==> src/rtl/display_bcd_ctrl_pkg.sv <==
// Shared display types and constants for the binary-to-BCD sequencer.
package display_bcd_ctrl_pkg;

    typedef enum logic [1:0] {
        IDLE  = 2'd0,
        START = 2'd1,
        WAIT  = 2'd2,
        DONE  = 2'd3
    } state_t;

    localparam int          DIGITS    = 4;
    localparam logic [13:0] MAX_VALUE = 14'd9999;
    localparam int          NIBBLE    = 4;

    // Leading-zero mask; the ones digit is never blanked so zero shows "0".
    function automatic logic [3:0] blank_of(input logic [15:0] d);
        logic [3:0] b;
        b[3] = (d[15:12] == 4'd0);
        b[2] = b[3] && (d[11:8] == 4'd0);
        b[1] = b[2] && (d[7:4] == 4'd0);
        b[0] = 1'b0;
        return b;
    endfunction

endpackage

==> src/rtl/display_bcd_ctrl_divide10.sv <==
// Iterative restoring divide-by-10 of a 14-bit value, one quotient bit per cycle.
// ready drops the cycle after start is sampled and rises when results are valid.
module divide10 (
    input  logic        clk,
    input  logic        rst,
    input  logic        start,
    input  logic [13:0] value,
    output logic [9:0]  quotient,
    output logic [3:0]  remainder,
    output logic        ready
);

    logic [13:0] dvd;
    logic [9:0]  quo;
    logic [3:0]  rem;
    logic [3:0]  cnt;
    logic        rdy;
    logic [4:0]  trial;
    logic [4:0]  diff;
    logic        ge;

    assign trial = {rem, dvd[13]};
    assign ge    = (trial >= 5'd10);
    assign diff  = trial - 5'd10;

    always_ff @(posedge clk) begin
        if (rst) begin
            dvd <= '0;
            quo <= '0;
            rem <= '0;
            cnt <= '0;
            rdy <= 1'b0;
        end else if (start) begin
            dvd <= value;
            quo <= '0;
            rem <= '0;
            cnt <= 4'd14;
            rdy <= 1'b0;
        end else if (cnt != 4'd0) begin
            dvd <= {dvd[12:0], 1'b0};
            quo <= {quo[8:0], ge};
            rem <= ge ? diff[3:0] : trial[3:0];
            cnt <= cnt - 4'd1;
            rdy <= (cnt == 4'd1);
        end
    end

    assign quotient  = quo;
    assign remainder = rem;
    assign ready     = rdy;

endmodule

==> src/rtl/display_bcd_ctrl.sv <==
// Sequences divide10 four times to turn a binary value into display BCD digits.
// Published digits/blank/ovf only move on the edge that enters DONE.
module display_bcd_ctrl #(
    parameter int          DIGITS    = display_bcd_ctrl_pkg::DIGITS,
    parameter logic [13:0] MAX_VALUE = display_bcd_ctrl_pkg::MAX_VALUE
) (
    input  logic                           clk,
    input  logic                           rst,
    input  logic [13:0]                    value,
    input  logic                           convert,
    output logic                           busy,
    output logic                           done,
    output logic [DIGITS*display_bcd_ctrl_pkg::NIBBLE-1:0] digits,
    output logic [DIGITS-1:0]              blank,
    output logic                           ovf
);

    import display_bcd_ctrl_pkg::*;

    state_t      state;
    state_t      state_nx;
    logic [13:0] cur;
    logic [1:0]  idx;
    logic [15:0] scratch;
    logic [15:0] merged;
    logic        div_start;
    logic [13:0] div_value;
    logic [9:0]  quotient;
    logic [3:0]  remainder;
    logic        ready;
    logic        accept;
    logic        over;
    logic        last;
    logic        step;

    assign accept = (state == IDLE) && convert;
    assign over   = (value > MAX_VALUE);
    assign last   = (idx == 2'(DIGITS - 1));
    assign step   = (state == WAIT) && ready;

    divide10 u_div (
        .clk       (clk),
        .rst       (rst),
        .start     (div_start),
        .value     (div_value),
        .quotient  (quotient),
        .remainder (remainder),
        .ready     (ready)
    );

    always_ff @(posedge clk) begin
        if (rst) state <= IDLE;
        else     state <= state_nx;
    end

    always_comb begin
        state_nx = state;
        unique case (state)
            IDLE:  if (convert) state_nx = over ? DONE : START;
            START: state_nx = WAIT;
            WAIT:  if (ready) state_nx = last ? DONE : START;
            DONE:  state_nx = IDLE;
            default: state_nx = IDLE;
        endcase
    end

    always_comb begin
        busy      = (state != IDLE);
        done      = (state == DONE);
        div_start = (state == START);
        div_value = cur;
    end

    // Scratch with the incoming remainder dropped into nibble idx.
    always_comb begin
        merged = scratch;
        unique case (idx)
            2'd0: merged[3:0]   = remainder;
            2'd1: merged[7:4]   = remainder;
            2'd2: merged[11:8]  = remainder;
            2'd3: merged[15:12] = remainder;
            default: merged = scratch;
        endcase
    end

    always_ff @(posedge clk) begin
        if (rst) begin
            cur     <= '0;
            idx     <= '0;
            scratch <= '0;
            digits  <= '0;
            blank   <= 4'b1110;
            ovf     <= 1'b0;
        end else begin
            unique case (1'b1)
                accept && over: begin
                    digits <= 16'h9999;
                    blank  <= blank_of(16'h9999);
                    ovf    <= 1'b1;
                end
                accept && !over: begin
                    cur     <= value;
                    idx     <= '0;
                    scratch <= '0;
                end
                step: begin
                    scratch <= merged;
                    cur     <= {4'b0, quotient};
                    if (last) begin
                        digits <= merged;
                        blank  <= blank_of(merged);
                        ovf    <= 1'b0;
                    end else begin
                        idx <= idx + 2'd1;
                    end
                end
                default: ;
            endcase
        end
    end

endmodule

==> config.mk <==
export PLATFORM = sky130hd
export DESIGN_NAME = display_bcd_ctrl
export DESIGN_NICKNAME = d
export VERILOG_FILES = /design/src/rtl/display_bcd_ctrl_pkg.sv /design/src/rtl/display_bcd_ctrl_divide10.sv /design/src/rtl/display_bcd_ctrl.sv
export SDC_FILE = /design/constraint.sdc
export NUM_CORES = 1
export LEC_CHECK = 0
export CAP_MARGIN = 30
export CORE_MARGIN = 4
export CORE_UTILIZATION = 35
export CTS_CLUSTER_DIAMETER = 120
export CTS_CLUSTER_SIZE = 8
export DETAILED_ROUTE_END_ITERATION = 10
export GPL_ROUTABILITY_DRIVEN = 0
export REMOVE_ABC_BUFFERS = 1
export SYNTH_ARGS = -nofsm -noshare
export SYNTH_HDL_FRONTEND = slang
export SYNTH_HIERARCHICAL = 1
export SYNTH_SLANG_ARGS = --single-unit
==> constraint.sdc <==
create_clock -name clk -period 2.2 [get_ports clk]
set_input_delay 0.22 -clock clk [delete_from_list [all_inputs] [get_ports clk]]
set_output_delay 0.22 -clock clk [all_outputs]
set_load 0.02 [all_outputs]
==> impl_metrics.json <==
{
  "die_y_um": 112,
  "cts_tree": "yes",
  "leakage_uw": 0.00158,
  "maxCapViolCount": 0,
  "final_area_um2": 4570,
  "min_period_over_period_pct": 86.8,
  "ys_ff_latch": 87,
  "synth-simple-area-share_pct": 21.0,
  "post_drt_wl_per_cell_um": 15.2,
  "cts-root-buf": "clkbuf_8",
  "synth_compound_area_share_pct": 22.6,
  "timing.fmax_mhz": 524,
  "htreeDepth": 3,
  "vdd.ir_drop.worst_mv": 0.294,
  "dp_hpwl_mm": 6.33,
  "rsz0062_at_grt": "no",
  "async_flop_share_pct": 0,
  "p_comb_share_pct": 16.4,
  "p_int_uw": 2570,
  "yosys.area.top_type": "dfxtp_1",
  "setup_ws_ns": 0.290,
  "ctsLongestPathBuffers": 2,
  "antenna_cells": 0,
  "initial_core_util_pct": 36.4,
  "grt_overflow": 0,
  "ys_seq_area_share_pct": 45.7,
  "synth_top_area_share_pct": 45.7,
  "preCtsSetupSlack_ns": 0.0484,
  "cts_buffers": 9,
  "synth-adder-area-share_pct": 1.64,
  "whs_ns": 0.226,
  "row_count": 37,
  "antenna_found_initial": 0,
  "finalNetCount": 501,
  "cp_max_fo": 9,
  "synth_area_um2": 3810,
  "ios": 40,
  "sw_frac_of_total_pct": 27.9,
  "drt_first_pass_iters": 4,
  "synth_edf_count": 0,
  "clock-sinks": 87,
  "drive_above_1_share_pct": 11.2,
  "worstSetupPathType": "reg2reg",
  "ys_top_cells_by_area": "dfxtp_1 (46%), nand2_1 (6.7%), a21oi_1 (5.9%)",
  "grt_pass1_wl_mm": 15.8,
  "clkLatencyLatePin_ns": 0.35,
  "finalMaxSlewViolations": 0,
  "area_growth_pct": 19.9,
  "skew_ns": 0.00881,
  "outcome": "finished, final reports clean",
  "die-area_um2": 12600,
  "synth_top_family_by_area": "compound AO/OA/AOI/OAI gates",
  "period_minus_slack_ns": 1.91,
  "drt_iter0_drc": 224,
  "grt_usage_pct": 15.0,
  "core_um2": 10500,
  "hp-class": "in2reg",
  "clock_power_share_pct": 34.6,
  "synthMuxAreaShare_pct": 3.61,
  "dieWidth_um": 112,
  "synth_cell_types": 50,
  "clk_pin_slew_ns": 0.08,
  "startpoint_type": "register",
  "required_ns": 2.47,
  "hold_buffers": 0,
  "post_cts_buffers": 0,
  "p_sw_uw": 996,
  "port_buffers": 38,
  "grt_max_degree": 34,
  "setup_viol_count_final": 0,
  "vias": 3399,
  "drtAntennaViolNets": 0,
  "grt_pass1_vias": 3245,
  "drc_errors": 0,
  "place_area_um2": 4350,
  "synth-xor-area-share_pct": 0,
  "wl_mm": 9.41,
  "syn-mean-instance-area_um2": 8.56,
  "cp-end-kind": "register",
  "vias_per_cell": 5.48,
  "cp.arrival_ns": 2.18,
  "syn_inst": 445,
  "seqPwrFrac_pct": 49.0,
  "power_density_nw_per_um2": 781,
  "synthFlopType": "dfxtp_1",
  "total_power_uw": 3570,
  "timing_hold_violations_final": 0,
  "ys_warn_count": 6
}
layout by cell type (no fill, tap or decap), drive strengths merged, types with 2 or more instances in the layout:
cell type,n
nor2b,4
o211a,2
a311oi,19
bufinv,2
ha,5
or4,4
dfxtp,87
inv,6
a211o,2
nor4bb,2
nand3,26
a32oi,6
nor2,40
mux2,6
buf,23
o21ai,11
a31oi,8
clkbuf,11
nor3,6
o31ai,2
a211oi,15
a21oi,46
nand2b,4
nand3b,2
or2,2
mux2i,7
nor4,2
a22oi,10
clkdlybuf4s50,37
nand4,2
clkinv,2
nand2,68
area by class of cell:
class                           count  area, µm²
Sequential cell                    87       1740
Multi-Input combinational cell    315       1870
Clock buffer                       11        141
Tap cell                          136        170
Fill cell                        1051       5890
Inverter                            6       22.5
Timing Repair Buffer               60        541
Clock inverter                      5       81.3
synth_stat cells (all sizes together), types with 4 or more instances:
cell type	instances
inv	6
mux2i	7
a311oi	19
nor2	40
buf	16
a21oi	46
or4	4
ha	5
nor3	6
nand2b	4
a211oi	15
dfxtp	87
nand2	68
mux2	6
o21ai	11
clkbuf	21
nand3	26
nor2b	4
a32oi	6
a22oi	10
a31oi	8
metrics by stage:
| step | utilization [%] | instances | setup TNS [ns] |
|---|---|---|---|
| final | 43.7 | 620 | 0 |
| after global routing | 43.7 | 620 | 0 |
| after CTS | 43.7 | 620 | 0 |
| after detailed placement | 41.5 | 604 | 0 |
| after global placement | 41.5 | 604 | 0 |
| after floorplan | - | 408 | -3.00 |
path summary, 6_finish.rpt:
check                               start                   endpoint  slack (ns)  cells past startpoint
hold / removal                        rst  u_div/dvd[0]$_SDFFE_PP0P_        0.23                      2
setup / recovery      idx[1]$_SDFFE_PP0P_      blank[1]$_SDFFE_PP1P_        0.29                      5
setup reg to reg      idx[1]$_SDFFE_PP0P_      blank[1]$_SDFFE_PP1P_        0.29                      5
hold reg to reg   digits[11]$_SDFFE_PP0P_    digits[11]$_SDFFE_PP0P_        0.46                      2
state kept, by name, indices dropped and copies added, names as in the netlist:
signal	flops
blank	3
cur	14
digits	16
idx	2
ovf	1
scratch	16
state	2
u_div/cnt	4
u_div/dvd	14
u_div/quotient	10
u_div/ready	1
u_div/remainder	4
power by group through the flow:
stage / logic [µW] / clock network, µW / registers [µW]
global placement: 571 / 0 / 1780
global route: 644 / 1330 / 1760
detailed placement: 582 / 0 / 1780
floorplan: 312 / 0 / 1790
finish: 585 / 1230 / 1750
CTS: 584 / 1270 / 1750
logic make-up (layout without fill, tap and decap cells):
kind of cell,Yosys count,after routing
buffers and inverters,43,82
adder cells (fa/ha/maj),5,5
AO/OA/AOI/OAI,127,127
AND/OR/NAND/NOR,169,169
other,1,1
multiplexers,13,13
flip-flops,87,87
what timing repair did:
item	in CTS	in global routing
gates resized for setup	0	1
endpoints found under the setup margin	0	1
endpoints found under the hold margin	0	0
routing by layer:
layer	share of wire (%)	vias to the layer above	GRT usage, %
met5	0	-	0
met3	4.5	17	2.91
met2	45	66	23.1
met1	49	1635	20.6
met4	1.9	0	6.01
li1	-	1681	-
critical path, cell delays in order (launching register included):
cell     delay (ns)
dfxtp_1        0.41
ha_2           0.31
or4b_1         0.44
o22ai_1        0.27
nand4_1        0.15
o31ai_1        0.24
Note: power is estimated with default switching activity, not from simulation.
